$ cat config.mk
export PLATFORM = sky130hd
export DESIGN_NAME = seq_divider
export DESIGN_NICKNAME = d
export VERILOG_FILES = /design/src/rtl/seq_divider_pkg.sv /design/src/rtl/seq_divider_cond_negate.sv /design/src/rtl/seq_divider.sv
export SDC_FILE = /design/constraint.sdc
export NUM_CORES = 1
export LEC_CHECK = 0
export CORE_ASPECT_RATIO = 0.8
export CORE_MARGIN = 2
export CORE_UTILIZATION = 53
export CTS_CLUSTER_DIAMETER = 30
export DETAILED_ROUTE_END_ITERATION = 12
export HOLD_SLACK_MARGIN = 0.08
export PLACE_DENSITY_LB_ADDON = 0.05
export RECOVER_POWER = 25
export SLEW_MARGIN = 10
export SYNTH_ARGS = -nofsm -noshare
export SYNTH_HDL_FRONTEND = slang
export SYNTH_SLANG_ARGS = --single-unit
$ cat constraint.sdc
create_clock -name clk -period 7.2 [get_ports clk]
set_input_delay 0.72 -clock clk [delete_from_list [all_inputs] [get_ports clk]]
set_output_delay 0.72 -clock clk [all_outputs]
set_load 0.01 [all_outputs]
$ cat src/rtl/seq_divider_pkg.sv
// ---------------------------------------------------------------------------
// seq_divider_pkg : shared datapath width and divider FSM state encoding
// Revision: 1.0
// ---------------------------------------------------------------------------
`default_nettype none

package seq_divider_pkg;

    localparam int DATA_W = 32;

    typedef enum logic [2:0] {
        S_IDLE = 3'd0,
        S_PREP = 3'd1,
        S_ITER = 3'd2,
        S_FIX  = 3'd3,
        S_DONE = 3'd4
    } div_state_t;

endpackage

`default_nettype wire

$ cat src/rtl/seq_divider_cond_negate.sv
// ---------------------------------------------------------------------------
// cond_negate : two's-complement negate when enabled, pass-through otherwise
// Revision: 1.0
// ---------------------------------------------------------------------------
`default_nettype none

module cond_negate #(
    parameter int WIDTH = 32
) (
    input  logic [WIDTH-1:0] data_i,
    input  logic             en_i,
    output logic [WIDTH-1:0] data_o
);

    assign data_o = en_i ? (~data_i + WIDTH'(1)) : data_i;

endmodule

`default_nettype wire

$ cat src/rtl/seq_divider.sv
// ---------------------------------------------------------------------------
// seq_divider : multi-cycle signed/unsigned restoring divider (LO=quotient, HI=remainder)
// Revision: 1.0
// ---------------------------------------------------------------------------
`default_nettype none

module seq_divider
    import seq_divider_pkg::*;
#(
    parameter int WIDTH = DATA_W
) (
    input  logic             clk,
    input  logic             clr,
    input  logic             start,
    input  logic             signed_op,
    input  logic [WIDTH-1:0] dividend,
    input  logic [WIDTH-1:0] divisor,
    output logic             busy,
    output logic             done,
    output logic [WIDTH-1:0] quotient,
    output logic [WIDTH-1:0] remainder,
    output logic             div_by_zero
);

    localparam int              CNT_W    = $clog2(WIDTH);
    localparam logic [CNT_W-1:0] CNT_LAST = CNT_W'(WIDTH - 1);

    div_state_t       state_q, state_d;
    logic [WIDTH-1:0] a_q, a_d;
    logic [WIDTH-1:0] b_q, b_d;
    logic [WIDTH-1:0] bmag_q, bmag_d;
    logic [WIDTH-1:0] qw_q, qw_d;
    logic [WIDTH-1:0] rw_q, rw_d;
    logic [WIDTH-1:0] quo_q, quo_d;
    logic [WIDTH-1:0] rem_q, rem_d;
    logic [CNT_W-1:0] cnt_q, cnt_d;
    logic             sgn_q, sgn_d;
    logic             qneg_q, qneg_d;
    logic             rneg_q, rneg_d;
    logic             busy_q, busy_d;
    logic             dbz_q, dbz_d;

    logic             a_neg, b_neg;
    logic [WIDTH-1:0] a_mag, b_mag, q_fix, r_fix;
    logic [WIDTH:0]   r_shift;
    logic [WIDTH-1:0] r_sub;
    logic             fits;

    assign a_neg = sgn_q & a_q[WIDTH-1];
    assign b_neg = sgn_q & b_q[WIDTH-1];

    cond_negate #(.WIDTH(WIDTH)) u_neg_a (.data_i(a_q),  .en_i(a_neg),  .data_o(a_mag));
    cond_negate #(.WIDTH(WIDTH)) u_neg_b (.data_i(b_q),  .en_i(b_neg),  .data_o(b_mag));
    cond_negate #(.WIDTH(WIDTH)) u_neg_q (.data_i(qw_q), .en_i(qneg_q), .data_o(q_fix));
    cond_negate #(.WIDTH(WIDTH)) u_neg_r (.data_i(rw_q), .en_i(rneg_q), .data_o(r_fix));

    // The shifted partial remainder carries one extra bit so the compare
    // against the divisor magnitude can never overflow.
    assign r_shift = {rw_q, qw_q[WIDTH-1]};
    assign fits    = (r_shift >= {1'b0, bmag_q});
    assign r_sub   = r_shift[WIDTH-1:0] - bmag_q;

    always_comb begin
        state_d = state_q;
        a_d     = a_q;
        b_d     = b_q;
        bmag_d  = bmag_q;
        qw_d    = qw_q;
        rw_d    = rw_q;
        quo_d   = quo_q;
        rem_d   = rem_q;
        cnt_d   = cnt_q;
        sgn_d   = sgn_q;
        qneg_d  = qneg_q;
        rneg_d  = rneg_q;
        busy_d  = busy_q;
        dbz_d   = dbz_q;

        case (state_q)
            S_IDLE: begin
                if (start) begin
                    a_d     = dividend;
                    b_d     = divisor;
                    sgn_d   = signed_op;
                    busy_d  = 1'b1;
                    state_d = S_PREP;
                end
            end
            S_PREP: begin
                bmag_d  = b_mag;
                qw_d    = a_mag;
                rw_d    = '0;
                qneg_d  = a_neg ^ b_neg;
                rneg_d  = a_neg;
                cnt_d   = CNT_LAST;
                state_d = S_ITER;
            end
            S_ITER: begin
                if (fits) begin
                    rw_d = r_sub;
                    qw_d = {qw_q[WIDTH-2:0], 1'b1};
                end else begin
                    rw_d = r_shift[WIDTH-1:0];
                    qw_d = {qw_q[WIDTH-2:0], 1'b0};
                end
                cnt_d = cnt_q - CNT_W'(1);
                if (cnt_q == '0) begin
                    state_d = S_FIX;
                end
            end
            S_FIX: begin
                // A zero divisor still runs the full iteration so latency stays fixed.
                if (b_q == '0) begin
                    quo_d = '1;
                    rem_d = a_q;
                    dbz_d = 1'b1;
                end else begin
                    quo_d = q_fix;
                    rem_d = r_fix;
                    dbz_d = 1'b0;
                end
                state_d = S_DONE;
            end
            S_DONE: begin
                busy_d  = 1'b0;
                state_d = S_IDLE;
            end
            default: begin
                state_d = S_IDLE;
            end
        endcase
    end

    always_ff @(posedge clk or posedge clr) begin
        if (clr) begin
            state_q <= S_IDLE;
            a_q     <= '0;
            b_q     <= '0;
            bmag_q  <= '0;
            qw_q    <= '0;
            rw_q    <= '0;
            quo_q   <= '0;
            rem_q   <= '0;
            cnt_q   <= '0;
            sgn_q   <= 1'b0;
            qneg_q  <= 1'b0;
            rneg_q  <= 1'b0;
            busy_q  <= 1'b0;
            dbz_q   <= 1'b0;
        end else begin
            state_q <= state_d;
            a_q     <= a_d;
            b_q     <= b_d;
            bmag_q  <= bmag_d;
            qw_q    <= qw_d;
            rw_q    <= rw_d;
            quo_q   <= quo_d;
            rem_q   <= rem_d;
            cnt_q   <= cnt_d;
            sgn_q   <= sgn_d;
            qneg_q  <= qneg_d;
            rneg_q  <= rneg_d;
            busy_q  <= busy_d;
            dbz_q   <= dbz_d;
        end
    end

    assign busy        = busy_q;
    assign done        = (state_q == S_DONE);
    assign quotient    = quo_q;
    assign remainder   = rem_q;
    assign div_by_zero = dbz_q;

endmodule

`default_nettype wire

## Word level (Yosys, flattened, before mapping)

Cells that the tools add are included.
W data, S select, Z words.

- Register bits: 237
- Bits of input ports: 68

- $lt $le $gt $ge: 1
- Muxes and demuxes: 17
- Equal/unequal tests: 6
- $add $sub $neg: 6
- Bitwise gates (word level): 7
- Reductions and logical operators: 8

Operator list:

| cell | count |
|---|---|
| $mux W32 | 7 |
| $add A32 B1 Y32 const B | 4 |
| $not A32 Y32 | 4 |
| $pmux W32 S2 | 2 |
| $ge A33 B32 Y1 | 1 |
| $logic_not A32 Y1 | 1 |
| $sub A32 B32 Y32 | 1 |
| $pmux W3 S4 | 1 |
| $pmux W5 S2 | 1 |
| $eq A3 B2 Y1 const B | 2 |
| $mux W3 | 2 |
| $reduce_and A2 Y1 | 3 |
| $logic_not A5 Y1 | 1 |
| $sub A5 B1 Y5 const B | 1 |
| $ne A2 B2 Y1 const B | 2 |
| $reduce_bool A2 Y1 | 2 |
| $eq A3 B1 Y1 const B | 1 |
| $eq A3 B3 Y1 const B | 1 |
| $logic_not A3 Y1 | 1 |
| $mux W1 | 3 |
| $and A1 B1 Y1 | 2 |
| $pmux W1 S2 | 1 |
| $xor A1 B1 Y1 | 1 |

## Longest topological paths before layout

- Depth in word-level cells: 4
- Mapped depth: 14
- Depth with buffers taken out: 13

## Modules after synthesis

Synthesis repeated with hierarchy kept, for this count alone.

- Cell total of the unflattened synthesis: 1532
- Area total of the unflattened synthesis: 14567.7 um^2

By module, submodules not included:

| module | instances | area each (um^2) | cells an instance |
|---|---|---|---|
| seq_divider | 1 | 11459.7 | 1136 |
| cond_negate | 4 | 777.0 | 99 |

## Least setup slack after synthesis

OpenSTA, ideal clock, no wires.

- Path type: register -> register
- Start point: register qw_q[31]
- End point: register rw_q[28]
- Slack: 4.156 ns
- Clock period less this slack: 3.044 ns
- Buffers on the path: 0
- Arrival: 2.913 ns
- Data required time: 7.070 ns
- Setup time: 0.130 ns
- Stages on the path, launching flop included: 14
- Cell sequence: dfrtp_1 -> inv_1 -> ha_1 -> inv_1 -> fa_1 -> a21o_1 -> a221oi_1 -> o21ai_0 -> a21oi_1 -> o21ai_0 -> a221oi_2 -> a21oi_1 -> xnor2_1 -> o21ai_0

- Longest elaborated chain between the ends: 3

RTL lines:

| item | RTL line | RTL |
|---|---|---|
| start, declared | seq_divider.sv:32 | `logic [WIDTH-1:0] qw_q, qw_d;` |
| start signal, assigned | seq_divider.sv:155 | `qw_q <= qw_d;` |
| $sub A32 B32 Y32 or $ge A33 B32 Y1 (tied branches) | seq_divider.sv:61, seq_divider.sv:60 |  |
| $mux W32 (*) | seq_divider.sv:99 | `if (fits) begin` |
| $pmux W32 S2 (*) | seq_divider.sv:79 | `case (state_q)` |
| end signal, assigned | seq_divider.sv:156 | `rw_q <= rw_d;` |
| end, declared | seq_divider.sv:33 | `logic [WIDTH-1:0] rw_q, rw_d;` |

Mark *: on every way between the ends. The rest lies on a longest branch, timed or not.
A chain may end at the register's enable or synchronous reset.

## Worst setup path in the final report

- Start point: register rw_q[4]
- End point: register rw_q[30]

- Longest elaborated chain between the ends: 3

RTL lines:

| item | RTL line |
|---|---|
| $sub A32 B32 Y32 or $ge A33 B32 Y1 (tied branches) | seq_divider.sv:61, seq_divider.sv:60 |
| $mux W32 (*) | seq_divider.sv:99 |
| $pmux W32 S2 (*) | seq_divider.sv:79 |

Marks and branches as above.

==> flow_summary.toml <==
[floorplan]
rows = 52
initial_core_util_pct = 54.1
core_mm2 = 0.0254
die_x_um = 184
die_h_um = 148
fp.dieArea_mm2 = 0.0272
boundaryPins = 135

[clock_network]
clkLatencyLatePin_ns = 0.55
postCtsHoldBufs = 0
clk_pin_slew_ns = 0.05
cts_resized = 0
cts_buffer_depth = 3
clock-sinks = 237
cts_root_buffer = "clkbuf_16"
h-tree-depth = 2
cts_buffers = 50
cts_tree = "done"
cts_setup_buffers = 0

[setup_path]
worst-endpoint-required_ns = 7.64
worstPathArrival_ns = 4.56
crit_type = "flip-flop to flip-flop"
crit_path_start_kind = "flip-flop"
endpoint_kind = "flip-flop"
crit_chain = "ha_1 -> and2_1 -> and3_1 -> o21ai_0 -> a2111oi_0 -> nor3_1 -> o31ai_4 -> buf_4 -> nand2_1 -> o21ai_0"
path_delay_family = "compound AO/OA/AOI/OAI gates"
crit_buf_inv = 1
max_stage_delay_ns = 0.88
crit_fanout = 29
slowest_stage = "a2111oi_0"
cp_common_cell = "o21ai_0"

[grt]
grt_antenna_before_repair = 0
grt_pass1_vias = 11338
grt_max_degree = 179
grt_usage_pct = 27.6
grt_pass1_wl_um = 60200
overflow = 0

[synth]
synth.distinct_cells = 74
synth.cell_area_mm2 = 0.0137
muxShareOfSynthArea_pct = 6.37
synth_nets = 1605
synth-adder-area-share_pct = 3.61
seq_area_frac_synth_pct = 43.2
postSynthCellCount = 1498
avgSynthCellArea_um2 = 9.17
synth_seq_cells = 237
synth_edf_count = 0
async_reset_ff_share_pct = 100
synth_flop_cell = "dfrtp_1"
synth_xor_area_share_pct = 9.18
synth_top_family_by_area = "compound AO/OA/AOI/OAI gates"
yosys_warnings = 0
synth_compound_area_share_pct = 19.4
yosys.area_share.simple_pct = 14.0

[routing]
drt_first_iter_violations = 1000
firstDrtPassIters = 7
post_drt_wl_per_cell_um = 18.8
vias_per_cell = 5.94
ant_nets = 0
routed-via-count = 11714
wirelength_um = 37000
post-route-drc-count = 0

[sta]
tightest_slew_ns = 1.01
min_period_over_period_pct = 57.1
drv_slew = 0
fin_setup_tns_ns = 0
min_period_ns = 4.11
max_slew_margin_pct = 30.9
rsz0062_at_grt = "false"
clock_skew_ns = 0.0188
finalSetupViolCount = 0
final_hold_viol_count = 0
max_freq_mhz = 243

[run_status]
outcome = "finished, final reports clean"

[layout]
final_core_util_pct = 67.2
final_net_count = 1717
fillCellCount = 2113
drive_gt1_share_pct = 11.5
n_antenna_cell = 0
syn_to_final_growth_pct = 24.1

[min_path]
hp-class = "flip-flop to flip-flop"

[flow_run]
cap_violations = 0

[place]
place_hpwl_um = 25000
place_congestion = 0.900
port_buffers = 134

[pwr]
cellLeakagePower_nw = 7.24
ir_drop_mv = 0.341
power_density_mw_per_mm2 = 575
-- metal layers --
metal  routed length (um)  global-route usage, %  up-vias
met5                    0                      0        -
met4                  681                   7.36        0
met3                 2310                   4.61       54
met2                16400                   41.4      356
met1                17600                   41.6     5748
li1                     -                      -     5556
-- synthesized netlist by cell type, drive strengths merged (3+ instances only) --
cell / number / area, um^2
nand2b: 6 / 37.5
a22oi: 34 / 255
nor4: 13 / 103
o31ai: 30 / 258
nor2: 119 / 449
buf: 13 / 78.8
a21o: 11 / 82.6
mux2: 59 / 664
xor2: 85 / 744
nand3: 19 / 100
a21oi: 90 / 458
a31oi: 41 / 257
nor3b: 3 / 27.5
nand2: 155 / 584
nor3: 20 / 116
or3: 10 / 67.6
xnor2: 59 / 517
o41ai: 9 / 86.3
dfrtp: 237 / 5930
a31o: 3 / 26.3
or4: 16 / 128
o21bai: 5 / 37.5
clkbuf: 75 / 282
nand4: 10 / 62.6
o21a: 6 / 45.0
a221oi: 3 / 32.5
or2: 3 / 18.8
ha: 38 / 475
nor2b: 4 / 25.0
and3: 7 / 43.8
and2: 7 / 43.8
inv: 61 / 229
a211oi: 8 / 60.1
mux2i: 21 / 210
or3b: 3 / 26.3
o21ai: 189 / 950
and3b: 3 / 26.3
-- kinds of logic after synthesis --
logic type                 count (synthesis)
muxes                                     80
and+or+nand+nor                          405
AOI/OAI and AO/OA                        443
buffers and inverters                    150
adders and majority gates                 39
xor gates and xnor gates                 144
DFF                                      237
-- final cells by class --
cell class                      instances  area [um^2]  area share (%)
Clock buffer                           67         1410            8.25
Clock inverter                         24          365            2.14
Inverter                               62          236            1.39
Multi-Input combinational cell       1111         7250            42.5
Sequential cell                       237         5930            34.8
Tap cell                              324          405            2.38
Timing Repair Buffer                  148         1460            8.56
-- power by group --
part / switching [mW] / internal (mW)
clock network: 0.740 / 1.68
registers: 0.769 / 1.97
logic: 2.56 / 2.09
-- cell usage in the layout (no fill, tap or decap), types with 14 or more instances in the layout --
cell             count
dfrtp_1            237
o21ai_0            181
nand2_1            154
clkdlybuf4s50_1    133
nor2_1             117
a21oi_1             88
xor2_1              85
inv_1               60
mux2_2              59
xnor2_1             59
clkbuf_16           51
a31oi_1             41
ha_1                38
a22oi_1             34
o31ai_1             26
mux2i_1             21
nand3_1             18
nor3_1              17
or4_1               14
-- final timing paths --
check | cells past startpoint | end | slack [ns] | from
max reg2reg | 10 | rw_q[30] | 3.09 | rw_q[4]
max | 10 | rw_q[30] | 3.09 | rw_q[4]
min in group asynchronous | 3 | cnt_q[2] | 0.94 | clr
min | 2 | quotient[14] | 0.48 | quotient[14]
min reg2reg | 2 | quotient[14] | 0.48 | quotient[14]
max in group asynchronous | 4 | quotient[30] | 4.75 | clr
-- per-stage QoR --
step	instances	power [mW]	worst slack (ns)	hold slack, ns	cell area [um^2]
2_1_floorplan	1498	5.90	3.37	0.450	13700
3_3_place_gp	1882	7.24	3.41	0.457	15300
3_5_place_dp	1882	7.33	3.27	0.464	15300
4_1_cts	1973	9.81	3.23	0.480	17100
5_1_grt	1973	10.5	2.79	0.496	17100
6_report	1973	9.81	3.09	0.475	17100
-- worst reg2reg max path, delay by kind of cell (launching register included) --
family | cells | cell delay, ns
AND/OR/NAND/NOR | 4 | 0.89
adder cells (fa/ha/maj) | 1 | 0.43
buffers and inverters | 1 | 0.45
AO/OA/AOI/OAI | 4 | 1.77
flip-flops | 1 | 0.47
-- sequential cells by signal, indices dropped and copies added, names as in the netlist, 5 cells and up --
| signal | count |
|---|---|
| rw_q | 32 |
| a_q | 32 |
| remainder | 32 |
| quotient | 32 |
| b_q | 32 |
| bmag_q | 32 |
| cnt_q | 5 |
| qw_q | 32 |
Note: power is estimated with default switching activity, not from simulation.
